`src/rtl/sync_cnt_nested_if_down.sv`:
```
// Loadable down-counter/timer with nested-if step select (c1&&c2 -> 2, c1 -> 1, else hold).
// Optional build macro SYNC_CNT_DOWN_WRAP_EN: a borrowing step wraps modulo 2^WIDTH instead of saturating to 0.
module sync_cnt_nested_if_down #(
  parameter int WIDTH = 4
) (
  input  logic             clk,
  input  logic             reset,
  input  logic             load,
  input  logic [WIDTH-1:0] load_val,
  input  logic             c1,
  input  logic             c2,
  output logic [WIDTH-1:0] cnt_o,
  output logic             busy_o,
  output logic             done_o,
  output logic             borrow_o
);

  typedef enum logic [1:0] {
    IDLE = 2'b00,
    RUN  = 2'b01,
    DONE = 2'b10
  } state_t;

  state_t         state;
  logic [1:0]     step;
  logic [WIDTH:0] diff;
  logic           borrow;
  logic           land_zero;

  // NOTE: every combinational output gets a default first, so no path leaves it unassigned and infers a latch.
  always_comb begin
    step = 2'd0;
    if (c1) begin
      if (c2) step = 2'd2;
      else    step = 2'd1;
    end
  end

  // One extra bit on the left catches the borrow out of the top of the counter.
  assign diff      = {1'b0, cnt_o} - {{(WIDTH-1){1'b0}}, step};
  assign borrow    = diff[WIDTH];
  assign land_zero = (diff[WIDTH-1:0] == '0) && (step != 2'd0);

  // NOTE: state and outputs update with non-blocking assignments so every read in this block sees pre-edge values.
  always_ff @(posedge clk or posedge reset) begin
    if (reset) begin
      state    <= IDLE;
      cnt_o    <= '0;
      busy_o   <= 1'b0;
      done_o   <= 1'b0;
      borrow_o <= 1'b0;
    end else begin
      done_o   <= 1'b0;
      borrow_o <= 1'b0;
      case (state)
        IDLE, DONE: begin
          busy_o <= 1'b0;
          if (load) begin
            if (load_val != '0) begin
              cnt_o  <= load_val;
              state  <= RUN;
              busy_o <= 1'b1;
            end else begin
              cnt_o  <= '0;
              state  <= DONE;
              done_o <= 1'b1;
            end
          end
        end
        RUN: begin
          if (load) begin
            // A reload mid-countdown restarts the timer and never applies the pending step.
            if (load_val != '0) begin
              cnt_o  <= load_val;
              busy_o <= 1'b1;
            end else begin
              cnt_o  <= '0;
              state  <= DONE;
              busy_o <= 1'b0;
              done_o <= 1'b1;
            end
          end else if (borrow) begin
`ifdef SYNC_CNT_DOWN_WRAP_EN
            cnt_o    <= diff[WIDTH-1:0];
            borrow_o <= 1'b1;
`else
            cnt_o    <= '0;
            borrow_o <= 1'b1;
            done_o   <= 1'b1;
            state    <= DONE;
            busy_o   <= 1'b0;
`endif
          end else if (land_zero) begin
            cnt_o  <= '0;
            done_o <= 1'b1;
            state  <= DONE;
            busy_o <= 1'b0;
          end else begin
            cnt_o <= diff[WIDTH-1:0];
          end
        end
        default: begin
          state  <= IDLE;
          cnt_o  <= '0;
          busy_o <= 1'b0;
        end
      endcase
    end
  end

endmodule

```
`config.mk`:
```
export PLATFORM = sky130hd
export DESIGN_NAME = sync_cnt_nested_if_down
export DESIGN_NICKNAME = d
export VERILOG_FILES = /design/src/rtl/sync_cnt_nested_if_down.sv
export SDC_FILE = /design/constraint.sdc
export NUM_CORES = 1
export LEC_CHECK = 0
export CORE_AREA = 5 5 42 44
export DETAILED_ROUTE_END_ITERATION = 8
export DIE_AREA = 0 0 47 49
export DONT_BUFFER_PORTS = 1
export PLACE_DENSITY = 0.69
export SYNTH_ARGS = -nofsm -noshare
export SYNTH_HDL_FRONTEND = slang
export SYNTH_SLANG_ARGS = --single-unit
export TNS_END_PERCENT = 30
```
`constraint.sdc`:
```
create_clock -name clk -period 1.9 [get_ports clk]
set_input_delay 0.19 -clock clk [delete_from_list [all_inputs] [get_ports clk]]
set_output_delay 0.19 -clock clk [all_outputs]
set_load 0.01 [all_outputs]
```
==> metrics.sh, run 1 <==
DRT_PASS1_ITERATIONS=4
FLOORPLAN.DIE_AREA_MM2=0.00230
PEAKVDDDROP_uV=532
CRIT_PATH_CELL_TRACE='inv_1, ha_1, inv_1, fa_2, or3_4, buf_4, a21oi_1, o21ai_0, o221a_2'
SYNTH_SEQUENTIAL_AREA_RATIO=0.406
NUMBER_OF_DESIGN_RULE_VIOLATIONS_LEFT_BY_THE_FIRST_DETAILED_ROUTER_ITERATION=12
STATUS='finished, violations left'
LAYOUT_AREA_GROWTH_OVER_SYNTHESIS_PCT=23.3
NORMALIZED_MAX_SLEW_MARGIN=0.697
INITIAL_CORE_UTIL=0.396
CRITICAL_PATH.ENDPOINT_TYPE='flop'
TIMING.CRITICAL_PATH.REQUIRED_NS=2.05
GRT_SETUP_UNREPAIRED='true'
CLOCK_INSERTION_DELAY_AT_THE_LATER_PIN_OF_THE_SKEW_REPORT_NS=0.26
POWER-PER-CELL-AREA_mW_PER_MM2=980
TIGHTEST_SLEW_NS=0.450
STARTPOINT_TYPE='flop'
SYNTH-WARNING-COUNT=0
CRITICAL_PATH_ARRIVAL_NS=2.16
TOTALPOWERFINAL_uW=670
PLACE_HPWL_UM=948
FINAL-MAX-SLEW-VIOLATION-COUNT=0
GP_CONGESTION=0.847
CRIT_PATH_MAX_INCR_DELAY_NS=0.38
YOSYS_REGISTER_BITS=9
HTREE_LEVELS=1
IOS=16
WIRE_PER_INST_UM=14.3
CLK_PIN_SLEW_WORST_PATHS_NS=0.06
POST-CTS-SETUP-BUFFER-COUNT=0
FILL_CELLS=141
DRIVE_ABOVE_1_SHARE=0.294
LAYOUT.CELLS.MOST_COMMON='dfrtp_1'
MOST-COMMON-LAYOUT-CELLS='dfrtp_1, buf_4, inv_1, nor2b_1, nand2_1'
TIMING.MAX_CAP.VIOLATIONS=0
ROUTE.DETAILED.DRC=0
TIMING.CRITICAL_PATH.FANOUT_MAX=3
FINALHOLDVIOLATIONS=0
FINAL_NET_COUNT=81
SKEW_NS=0.00163
CTS-ROOT-TO-SINK-BUFFERS=2
FLOORPLAN.CORE_AREA_MM2=0.00140
SYNTH_FP_NETS=68
SYNTHCELLS=56
VIAS_PER_CELL=5.58
CLOCK_SINK_COUNT=9
CRITPATHTOPFAMILY='adder cells'
GRT_FIRST_PASS_WIRELENGTH_UM=1970
DRT-TOTAL-WL_UM=1200
YOSYS_MOST_USED_DFF='dfrtp_1'
RATIO_OF_FINAL_MINIMUM_PERIOD_TO_CLOCK_PERIOD=1.06
WORST_HOLD_PATH_TYPE='in2reg'
WORST_SLACK_NS=-0.116
CRIT_PATH_TOP_DELAY_CELL='dfrtp_1'
FINISH.INSTANCE_AREA_UM2=683
CTS_MADE_BUFFERS=3
CHIPHEIGHT_UM=49
MAXIMUM_NUMBER_OF_PINS_ON_ONE_NET_BEFORE_GLOBAL_ROUTE_REPAIR=10
ANT_NETS=0
CPMOSTUSEDCELL='inv_1'
ANTENNA_FOUND_INITIAL=0
COUNT_OF_FLIP_FLOPS_WITH_A_BUILT_IN_ENABLE_AFTER_SYNTHESIS=0
PLACEMENTROWS=14
NUMBER_OF_GLOBAL_ROUTE_VIAS_BEFORE_REPAIR=458
SETUP-VIOLATIONS-FINAL=5
CTS_TREE='done'
DIE_W_UM=47
NETLIST-CELL-TYPE-COUNT=27
POST_SYNTH_INSTANCE_AREA_UM2=554
SETUP.WORST_PATH.CLASS='reg2reg'
ASYNCSETRESETFLOPFRACSYNTH=1.00
DIODES=0
GRT_USE_TOTAL=0.119
LAYOUT_MIN_CYCLE_TIME_NS=2.02
SYNTH_AREA_PER_CELL_UM2=9.90
FAILING_CHECKS='negative setup slack'
CRITICAL_PATH.N_BUFFERS_INVERTERS=3
NUMPORTBUFFERS=0
MAX_CLOCK_FREQ_MHz=496
P_LEAK_uW=0.000295
CTS_ROOT_BUFFER='clkbuf_4'
GR-TOTAL-OVERFLOW=0
ROUTE.VIAS.TOTAL=469
PLACED_AREA_UM2=634
==> stage by stage <==
stage	setup WS, ns	std cells	util	TNS (ns)	hold slack [ns]
global placement	-0.0780	79	0.453	-0.282	0.0571
global route	-0.205	84	0.488	-1.02	0.0963
detailed placement	-0.104	79	0.453	-0.378	0.0612
floorplan	-0.0711	56	-	-0.0736	0.0179
CTS	-0.125	84	0.479	-0.484	0.0843
finish	-0.116	84	0.488	-0.493	0.0934
==> routing by layer <==
metal,GRT usage,part of all wire
met1,0.159,0.44
met5,0,0
met4,0.0276,0
met2,0.165,0.47
met3,0.0664,0.096
==> final cells by class <==
cell class	instances	area [um^2]	share of cell area
inverters	5	18.8	0.0275
repair buffers	8	62.6	0.0916
clock buffers	4	26.3	0.0385
well taps	16	20.0	0.0293
flip-flops and latches	9	225	0.330
multi-input cells	42	330	0.484
==> cell usage after synthesis (2+ instances only) <==
| cell | instances | area share |
|---|---|---|
| a21oi_1 | 4 | 0.036 |
| dfrtp_1 | 9 | 0.41 |
| ha_1 | 2 | 0.045 |
| inv_1 | 5 | 0.034 |
| nand2_1 | 4 | 0.027 |
| nand2b_1 | 3 | 0.034 |
| nor2_1 | 2 | 0.014 |
| nor2b_1 | 5 | 0.056 |
| o21ai_0 | 2 | 0.018 |
| o221a_2 | 2 | 0.041 |
| o221ai_1 | 2 | 0.032 |
==> worst paths after layout <==
kind,from,endpoint,slack [ns],depth (start not counted)
worst max register to register,cnt_o[0]$_DFFE_PP0P_,cnt_o[0]$_DFFE_PP0P_,-0.12,9
min in group asynchronous,reset,borrow_o$_DFF_PP0_,0.33,2
max in group asynchronous,reset,cnt_o[2]$_DFFE_PP0P_,1.31,2
worst min-delay path,load_val[2],cnt_o[2]$_DFFE_PP0P_,0.09,1
worst min register to register,busy_o$_DFFE_PP0P_,busy_o$_DFFE_PP0P_,0.61,1
worst max-delay path,cnt_o[0]$_DFFE_PP0P_,cnt_o[0]$_DFFE_PP0P_,-0.12,9
==> flip-flops by register name, indices dropped and copies added, names as in the netlist <==
signal,count
borrow_o,1
busy_o,1
cnt_o,4
done_o,1
state,2
==> worst reg2reg max path, cell delays in order (launching register included) <==
cell and delay (ns):
dfrtp_1 0.38, inv_1 0.06, ha_1 0.16, inv_1 0.06
fa_2 0.38, or3_4 0.38, buf_4 0.15, a21oi_1 0.13
o21ai_0 0.08, o221a_2 0.13
==> timing repair <==
item	4_1_cts	5_1_grt
endpoints found under the hold margin	9	0
hold buffers	1	0
resized for setup	0	4
pin swaps	0	4
setup endpoints to repair	5	7
==> power breakdown <==
part	internal (uW)	switching [uW]	leakage [uW]
Combinational	133	111	0.000169
Clock	80.7	63.1	0.0000150
Sequential	227	54.9	0.000111
Total	440	230	0.000295
==> logic make-up after synthesis <==
kind of cell,count (synthesis),share of synthesized area
fa+ha+maj,3,0.0813
xor+xnor,1,0.0158
simple gates,21,0.219
compound gates,17,0.244
buf+inv,5,0.0339
flops,9,0.406
No activity file was read; power rests on OpenSTA's default activity.
==> inputs of run 2 (changes only) <==
CORE_AREA = 2 2 39 41   (was 5 5 42 44)
DIE_AREA = 0 0 41 43   (was 0 0 47 49)
GPL_TIMING_DRIVEN = 0   (was unset)
==> run 2 against run 1 <==
  * The run still ends with negative setup slack left
  * Cell count fell by 3.6%
  * Clock power hardly changed
  * Highest routed layer unchanged
  * Clock skew is 0.0036 ns higher
==> metrics.sh, run 2 (synthesis gave the netlist of run 1 again) <==
FAILING_CHECKS='negative setup slack'
PLACE_INST=72  # -8.9%
IOS=16  # unchanged
CRIT_PATH_MAX_INCR_DELAY_NS=0.44  # +0.06 ns
WIRE_PER_INST_UM=14.5  # +1.7%
AREA_OCCUPIED_BY_MULTI_INPUT_GATES_UM2=343  # +3.8%
NUMBER_OF_GLOBAL_ROUTE_VIAS_BEFORE_REPAIR=419  # -8.5%
CRITPATHTOPFAMILY='simple AND/OR/NAND/NOR gates'
WORST_HOLD_PATH_TYPE='in2reg'
MAX_CLOCK_FREQ_MHz=481  # -3.1%
CRITICAL_PATH.ENDPOINT_TYPE='flop'
REG2REG_DEPTH=8  # -1
LARGEST_REG_FLOPS=4  # unchanged
ROUTE.VIAS.TOTAL=467  # -0.43%
PLACE_HPWL_UM=854  # -9.9%
GRT_FIRST_PASS_WIRELENGTH_UM=1700  # -14%
SETUP.WORST_PATH.CLASS='reg2reg'
CLK_PIN_SLEW_WORST_PATHS_NS=0.06  # about the same
WORST_SLACK_NS=-0.181  # -0.0650 ns
MAXIMUM_NUMBER_OF_PINS_ON_ONE_NET_BEFORE_GLOBAL_ROUTE_REPAIR=10  # unchanged
CPMOSTUSEDCELL='inv_2'
FINAL_NET_COUNT=78  # -3.7%
ANT_NETS=0  # unchanged
GP_CONGESTION=0.822  # -3.0%
TOP_REGISTER='cnt_o'
FLOORPLAN.DIE_AREA_MM2=0.00176  # -23%
GR-TOTAL-OVERFLOW=0  # unchanged
DIE_W_UM=41  # -13%
TIMING.CRITICAL_PATH.REQUIRED_NS=2.04  # about the same
CTS_TREE='done'
CLOCK_INSERTION_DELAY_AT_THE_LATER_PIN_OF_THE_SKEW_REPORT_NS=0.26  # about the same
HTREE_LEVELS=1  # unchanged
FILL_CELLS=136  # -3.5%
PEAKVDDDROP_uV=475  # -11%
TIGHTEST_SLEW_NS=0.432  # -0.0178 ns
DIODES=0  # unchanged
MOST-COMMON-LAYOUT-CELLS='dfrtp_1, nor2b_1, nand2_1'
LAYOUT_TOP_REGISTERS='cnt_o: 4 flops, state: 2 flops'
FINALHOLDVIOLATIONS=0  # unchanged
FINAL-MAX-SLEW-VIOLATION-COUNT=0  # unchanged
PLACEMENTROWS=14  # unchanged
POWER-PER-CELL-AREA_mW_PER_MM2=972  # -0.86%
SKEW_NS=0.00520  # +0.00357 ns
LAYOUT_MIN_CYCLE_TIME_NS=2.08  # +0.0650 ns
CRIT_PATH_TOP_DELAY_CELL='dfrtp_2'
LAYOUT.CELLS.MOST_COMMON='dfrtp_1'
WORST-PATH-STAGES=8  # -1
DRT-TOTAL-WL_UM=1170  # -1.9%
ANTENNA_FOUND_INITIAL=0  # unchanged
CTS_ROOT_BUFFER='clkbuf_4'
CTS_MADE_BUFFERS=3  # unchanged
FIN_TNS_SETUP_NS=-0.775  # -0.282 ns
CLOCK_SINK_COUNT=9  # unchanged
TOTALPOWERFINAL_uW=659  # -1.6%
CRIT_PATH_CELL_TRACE='inv_2, ha_4, inv_2, fa_2, or3_4, o31ai_4, nand3_2, a32o_1'
LAYOUT_AREA_GROWTH_OVER_SYNTHESIS_PCT=22.3
CTS-ROOT-TO-SINK-BUFFERS=2  # unchanged
DRIVE_ABOVE_1_SHARE=0.292  # -0.00181
CRITICAL_PATH.N_BUFFERS_INVERTERS=2  # -1
VIAS_PER_CELL=5.77  # +3.3%
LAYOUT.AREA.SEQ_UM2=226  # +0.56%
GRT_SETUP_UNREPAIRED='true'
CHIPHEIGHT_UM=43  # -12%
SETUP-VIOLATIONS-FINAL=6  # +1
STARTPOINT_TYPE='flop'
DRT_PASS1_ITERATIONS=4  # unchanged
TIMING.MAX_CAP.VIOLATIONS=0  # unchanged
FINAL_CELL_COUNT_NO_FILL=81  # -3.6%
RATIO_OF_FINAL_MINIMUM_PERIOD_TO_CLOCK_PERIOD=1.10  # +0.0342
GRT_USE_TOTAL=0.143  # +0.0245
ROUTE.DETAILED.DRC=0  # unchanged
P_LEAK_uW=0.000278  # -5.8%
NORMALIZED_MAX_SLEW_MARGIN=0.709  # +0.0120
INITIAL_CORE_UTIL=0.401  # +0.00501
TIMING.CRITICAL_PATH.FANOUT_MAX=4  # +1
NUMBER_OF_DESIGN_RULE_VIOLATIONS_LEFT_BY_THE_FIRST_DETAILED_ROUTER_ITERATION=4  # -8
NUMPORTBUFFERS=0  # unchanged
CRITICAL_PATH_ARRIVAL_NS=2.22  # +0.06 ns
WHS_PATH_DEPTH=1  # unchanged
FLOORPLAN.CORE_AREA_MM2=0.00138  # -1.2%
STATUS='finished, violations left'
## run 2: cell count changes in the layout (fill, tap and decap cells not counted), sizes merged
cell | previous run | this run
buf | 7 | 4
## run 2: where the power goes
group	switching (uW)	total, uW	internal [uW]	leakage [uW]
registers	66.5	294	228	0.000110
logic	105	223	118	0.000153
clock network	61.0	142	80.6	0.0000150
## run 2: metal layers
layer,vias to the layer above,track usage,part of all wire
met5,-,0,0
met4,0,0.0200,0
met3,0,0.0942,0.12
met2,22,0.194,0.44
met1,218,0.194,0.45
li1,227,-,-
## run 2: what timing repair did
action | in CTS | in global routing
pin swaps | 1 | 5
resized for setup | 0 | 8
buffers inserted | 1 | 3
setup endpoints to repair | 6 | 7
hold endpoints to repair | 9 | 0
hold buffers | 1 | 0
## run 2: area by class of cell
cell class	instances	share of cell area
multi-input combinational	42	0.506
inverter	5	0.0277
sequential	9	0.334
timing repair buffer	5	0.0646
clock buffer	4	0.0387
tap	16	0.0295
## run 2: path summary, 6_finish.rpt
| path | start | endpoint | slack (ns) |
|---|---|---|---|
| setup reg to reg | cnt_o[0]$_DFFE_PP0P_ | busy_o$_DFFE_PP0P_ | -0.18 |
| min in group asynchronous | reset | done_o$_DFF_PP0_ | 0.33 |
| hold / removal | load_val[2] | cnt_o[2]$_DFFE_PP0P_ | 0.1 |
| setup / recovery | cnt_o[0]$_DFFE_PP0P_ | busy_o$_DFFE_PP0P_ | -0.18 |
| max in group asynchronous | reset | cnt_o[0]$_DFFE_PP0P_ | 1.31 |
| hold reg to reg | busy_o$_DFFE_PP0P_ | busy_o$_DFFE_PP0P_ | 0.61 |
## run 2: per-stage QoR
step | area [um^2] | hold slack, ns | worst slack (ns) | utilization
2_1_floorplan | 562 | 0.0179 | -0.0711 | -
3_3_place_gp | 582 | 0.0519 | -0.203 | 0.420
3_5_place_dp | 582 | 0.0608 | -0.203 | 0.420
4_1_cts | 626 | 0.0935 | -0.206 | 0.452
5_1_grt | 678 | 0.0963 | -0.256 | 0.490
6_report | 678 | 0.0996 | -0.181 | 0.490
